--- src/rtl/hazard_scoreboard.sv ---
// hazard_scoreboard
// Tracks destination registers of instructions in flight between ID and WB
// and raises a combinational stall request when an ID source register is
// still pending. A saturating counter records stall cycles.
//
// Optional feature macro: FORWARDING_EN
//   undefined : every tracked stage can cause a stall (no bypass network).
//   defined   : an EXE/MEM forwarding unit exists, so only a load sitting in
//               stage 0 (EXE) can stall the consumer (load-use, one bubble).
//
// Handshake/flow: there is no valid/ready pair here. The ID stage presents
// an instruction every cycle; hazard=1 means "do not advance ID", and the
// scoreboard inserts a bubble into stage 0 on that edge. freeze holds every
// register; flush squashes the ID instruction and takes priority over hazard.
module hazard_scoreboard #(
  parameter int DEPTH      = 2,
  parameter int REG_ADDR_W = 4,
  parameter int CNT_W      = 16
) (
  input  logic                     clk,
  input  logic                     rst,
  input  logic                     freeze,
  input  logic                     flush,
  input  logic                     id_wb_en,
  input  logic                     id_mem_read,
  input  logic [REG_ADDR_W-1:0]    id_dest,
  input  logic [REG_ADDR_W-1:0]    src1,
  input  logic [REG_ADDR_W-1:0]    src2,
  input  logic                     two_src,
  input  logic                     ignore_hazard,
  output logic                     hazard,
  output logic [2**REG_ADDR_W-1:0] busy_mask,
  output logic [CNT_W-1:0]         stall_count
);

  localparam int NREGS = 2**REG_ADDR_W;

  // Stage k: k=0 is EXE, k=1 is MEM, ... The tag leaving DEPTH-1 is in WB,
  // where the register file writes on the falling edge, so it is dropped.
  logic [DEPTH-1:0]                 valid_q, valid_d;
  logic [DEPTH-1:0]                 load_q,  load_d;
  logic [DEPTH-1:0][REG_ADDR_W-1:0] dest_q,  dest_d;
  logic [CNT_W-1:0]                 cnt_q,   cnt_d;

  logic [DEPTH-1:0] eligible;
  logic [DEPTH-1:0] stage_hit;
  logic             issue_ok;
  logic             count_stall;

  // Load flags are only consulted by the forwarding variant; keep them
  // referenced so both builds stay tidy.
  logic load_flags_unused;
  assign load_flags_unused = ^load_q;

  // Which stages are allowed to raise a stall.
  always_comb begin
    eligible = '0;
    for (int k = 0; k < DEPTH; k++) begin
`ifdef FORWARDING_EN
      // Bypass covers everything except a load still in EXE.
      eligible[k] = (k == 0) && load_q[k];
`else
      eligible[k] = 1'b1;
`endif
    end
  end

  // Source-register comparison against every tracked tag (zero latency).
  always_comb begin
    stage_hit = '0;
    for (int k = 0; k < DEPTH; k++) begin
      stage_hit[k] = eligible[k] && valid_q[k] &&
                     ((dest_q[k] == src1) || (two_src && (dest_q[k] == src2)));
    end
    hazard = !ignore_hazard && (|stage_hit);
  end

  // Issue and stall-count qualification; flush wins over hazard for both.
  always_comb begin
    issue_ok    = id_wb_en && !hazard && !flush;
    count_stall = hazard && !flush;
  end

  // Next-state for the tag shift pipeline and the saturating counter.
  always_comb begin
    valid_d = valid_q;
    load_d  = load_q;
    dest_d  = dest_q;
    cnt_d   = cnt_q;
    if (!freeze) begin
      for (int k = 1; k < DEPTH; k++) begin
        valid_d[k] = valid_q[k-1];
        load_d[k]  = load_q[k-1];
        dest_d[k]  = dest_q[k-1];
      end
      // A stall or flush turns stage 0 into a bubble (valid=0); older tags
      // keep draining, so any stall clears within DEPTH edges.
      valid_d[0] = issue_ok;
      load_d[0]  = id_mem_read && issue_ok;
      dest_d[0]  = id_dest;
      if (count_stall && (cnt_q != {CNT_W{1'b1}})) begin
        cnt_d = cnt_q + CNT_W'(1);
      end
    end
  end

  // State registers with asynchronous clear.
  always_ff @(posedge clk or posedge rst) begin
    if (rst) begin
      valid_q <= '0;
      load_q  <= '0;
      dest_q  <= '0;
      cnt_q   <= '0;
    end else begin
      valid_q <= valid_d;
      load_q  <= load_d;
      dest_q  <= dest_d;
      cnt_q   <= cnt_d;
    end
  end

  // Pending-register mask decoded from registered tags only.
  always_comb begin
    busy_mask = '0;
    for (int k = 0; k < DEPTH; k++) begin
      if (valid_q[k]) begin
        busy_mask[dest_q[k]] = 1'b1;
      end
    end
  end

  assign stall_count = cnt_q;

  // NREGS documents the mask width for readers; tie it into a check-free use.
  logic [31:0] nregs_unused;
  assign nregs_unused = 32'(NREGS);

endmodule

--- config.mk ---
export PLATFORM = sky130hd
export DESIGN_NAME = hazard_scoreboard
export DESIGN_NICKNAME = d
export VERILOG_FILES = /design/src/rtl/hazard_scoreboard.sv
export SDC_FILE = /design/constraint.sdc
export NUM_CORES = 1
export LEC_CHECK = 0
export ABC_AREA = 1
export BUFFER_PORTS_ARGS = -buffer_cell sky130_fd_sc_hd__buf_2
export CAP_MARGIN = 15
export CORE_MARGIN = 2
export CORE_UTILIZATION = 51
export DETAILED_ROUTE_END_ITERATION = 8
export GPL_ROUTABILITY_DRIVEN = 0
export GPL_TIMING_DRIVEN = 0
export PLACE_DENSITY_LB_ADDON = 0.08
export SLEW_MARGIN = 20
export SYNTH_ARGS = -nofsm -noshare
export SYNTH_HDL_FRONTEND = slang
export SYNTH_SLANG_ARGS = --single-unit
--- constraint.sdc ---
create_clock -name clk -period 3.19 [get_ports clk]
set_input_delay 0.4785 -clock clk [delete_from_list [all_inputs] [get_ports clk]]
set_output_delay 0.4785 -clock clk [all_outputs]
set_load 0.02 [all_outputs]
==> impl_metrics.env <==
export IMPL_vias_per_cell=4.98
export IMPL_switching_share_pct=32.9
export IMPL_die_area_um2=4260
export IMPL_num_antenna_cells=0
export IMPL_max_cap_viol_count=0
export IMPL_setup_tns_ns=0
export IMPL_synthesis_nets=304
export IMPL_ir_worst_vdd_mv=0.181
export IMPL_drc_errors=0
export IMPL_timing_final_crit_share_pct=70.2
export IMPL_yosys_area_top_type="dfrtp_1"
export IMPL_synth_enable_flop_cells=0
export IMPL_synth_commonest_cells="nand2_1 (103), dfrtp_1 (26), nor2_1 (23)"
export IMPL_fin_crit_ns=2.24
export IMPL_drt_iter0_markers=67
export IMPL_regArea_um2=651
export IMPL_yosys_warnings=0
export IMPL_total_power_uw=733
export IMPL_antenna_found_initial=0
export IMPL_timing_rr_start="stall_count[1]"
export IMPL_status="complete, no violations"
export IMPL_ctsHoldBuffers=0
export IMPL_worst_path_largest_cell_delay_ns=0.45
export IMPL_async_flop_share_pct=100
export IMPL_cts_resized=0
export IMPL_crit_path_frequent_cell="buf_2"
export IMPL_clock_sinks=26
export IMPL_finalSetupViolCount=0
export IMPL_syn_to_final_growth_pct=18.6
export IMPL_cp_start_kind="flip-flop"
export IMPL_path_clk_slew_ns=0.08
export IMPL_clkPwrFrac_pct=24.2
export IMPL_netlist_instances=283
export IMPL_internal_power_uw=492
export IMPL_ys_seq_elements=26
export IMPL_r2r_slack_ns=1.25
export IMPL_power_density_nw_per_um2=323
export IMPL_io_pins=53
export IMPL_drive_gt1_share_pct=25.2
export IMPL_grt_pass1_wl_mm=7.53
export IMPL_clk_latency_ns=0.26
export IMPL_fmax_ghz=0.447
export IMPL_vias=1916
export IMPL_crit_path_end_kind="output pin"
export IMPL_synthTopCellsByArea="dfrtp_1 (34%), nand2_1 (20%), xor2_1 (6.4%)"
export IMPL_cp_max_fo=10
export IMPL_worstPathRequired_ns=2.71
export IMPL_ant_nets=0
export IMPL_cts_tree="done"
export IMPL_numCtsBuffers=3
export IMPL_grt_max_degree=27
export IMPL_synth_most_common_cell="nand2_1"
export IMPL_drv_slew=0
export IMPL_hold_viol_final=0
export IMPL_path_cells="buf_2 > inv_1 > nor3_1 > nand2_1 > o21ai_0 > buf_2"
export IMPL_critical_path_arrival_ns=1.76
export IMPL_placed_cell_area_um2=2230
export IMPL_syn_area_per_cell_um2=6.76
export IMPL_worst_slew_pin_slew_ns=0.938
export IMPL_timing_rr_end="stall_count[12]"
export IMPL_multi_input_area_um2=1110
export IMPL_postCtsSetupBuffers=0
export IMPL_port_buffer_count=51
export IMPL_netlist_area_um2=1910
export IMPL_fin_skew_ns=0.00633
export IMPL_relSlewSlack_pct=37.1
export IMPL_start_util_pct=52.7
export IMPL_p_leak_nw=1.28
export IMPL_dpl_hpwl_mm=3.63
export IMPL_cp_slowest_cell="nor3_1"
export IMPL_yosys_most_used_dff="dfrtp_1"
export IMPL_ff2ff_path_depth=10
export IMPL_dieWidth_um=65.2
export IMPL_rsz0062_at_grt="false"
export IMPL_grt_pass1_vias=1738
export IMPL_core_um2=3630
export IMPL_nNetsFinal=360
export IMPL_ys_seq_area_share_pct=34.0
export IMPL_die_y_um=65.2
export IMPL_final_util_pct=62.5
export IMPL_firstDrtPassIters=4
export IMPL_track_usage_pct=22.3
export IMPL_h_tree_depth=1
export IMPL_pwr_share_seq_pct=51.4
export IMPL_clock_path_buffers=2
export IMPL_switching_power_uw=241
export IMPL_min_delay_path_class="in -> async"
export IMPL_synth_top_cell_area_share_pct=34.0
export IMPL_row_count=22
export IMPL_comb_power_share_pct=24.5
export IMPL_routedWlPerCell_um=11.9
export IMPL_grt_overflow=0
export IMPL_crit_type="reg -> out"
export IMPL_cts_root_buf="clkbuf_8"
export IMPL_drt_total_wl_mm=4.56
export IMPL_netlist_cell_type_count=26
export IMPL_stdcell_area_um2=2270
export IMPL_fillers=369
[through the flow]
step	instances	setup slack (ns)	hold slack, ns
3_5_place_dp	382	1.24	0.526
2_1_floorplan	283	1.41	0.519
6_report	385	0.951	0.301
5_1_grt	385	0.806	0.351
3_3_place_gp	382	1.25	0.512
4_1_cts	385	0.933	0.416
[sequential cells by signal, indices dropped and copies added, names as in the netlist]
name	flops
dest_q	8
valid_q	2
stall_count	16
[logic make-up after synthesis]
| family | share of synthesized area [%] |
|---|---|
| simple gates | 40.7 |
| buf+inv | 7.91 |
| compound gates | 8.44 |
| flops | 34.0 |
| xor+xnor | 8.24 |
| fa+ha+maj | 0.654 |
[power by group through the flow]
stage | Combinational [mW] | Clock, mW | Sequential, mW
after floorplan | 0.117 | 0 | 0.386
after global placement | 0.177 | 0 | 0.383
after detailed placement | 0.180 | 0 | 0.383
after CTS | 0.181 | 0.185 | 0.377
after global routing | 0.200 | 0.202 | 0.380
final | 0.179 | 0.177 | 0.376
[cell usage in the layout, fill, tap and decap left out]
cell and instances:
a21oi_1 1, buf_12 1, buf_2 54, clkbuf_1 2
clkbuf_8 3, clkinv_1 1, dfrtp_1 26, ha_1 1
inv_1 19, inv_2 9, nand2_1 103, nand2_2 12
nand2_4 1, nand3_1 21, nand3_4 1, nand3b_1 1
nand4_4 1, nor2_1 23, nor2_2 2, nor2_8 1
nor3_1 6, nor4_1 1, o21ai_0 22, o21ai_1 2
o22ai_1 1, o31ai_1 4, xnor2_1 4, xor2_1 14
[worst max-delay path: cells and delay by family (launching register included)]
| family | cells | cell delay [ns] |
|---|---|---|
| buffers and inverters | 3 | 0.52 |
| AOI/OAI and AO/OA | 1 | 0.10 |
| DFF | 1 | 0.33 |
| and+or+nand+nor | 2 | 0.55 |
[layout make-up]
cell class,count,share of cell area (%)
multi-input combinational,222,49.0
timing repair buffer,51,11.2
sequential,26,28.7
buffer,6,1.87
inverter,29,4.80
clock buffer,3,1.82
tap,48,2.65
[how the worst max path moves through the flow]
stage | from | end | slack [ns] | cells past startpoint
final | valid_q[0] | busy_mask[10] | 0.95 | 6
after global routing | valid_q[0] | busy_mask[10] | 0.81 | 6
after CTS | valid_q[0] | busy_mask[10] | 0.93 | 6
after detailed placement | src2[3] | hazard | 1.24 | 10
after global placement | src2[3] | hazard | 1.25 | 10
after floorplan | stall_count[1] | stall_count[3] | 1.41 | 10
[layer usage]
layer	wire, um	part of all wire [%]	vias up	GRT usage, %
li1	-	-	1000	-
met1	1940	42	871	26.2
met2	2370	52	41	42.2
met3	195	4.3	4	2.23
met4	62	1.4	0	7.03
met5	0	0	-	0
Power figures use the tool's default switching activity.
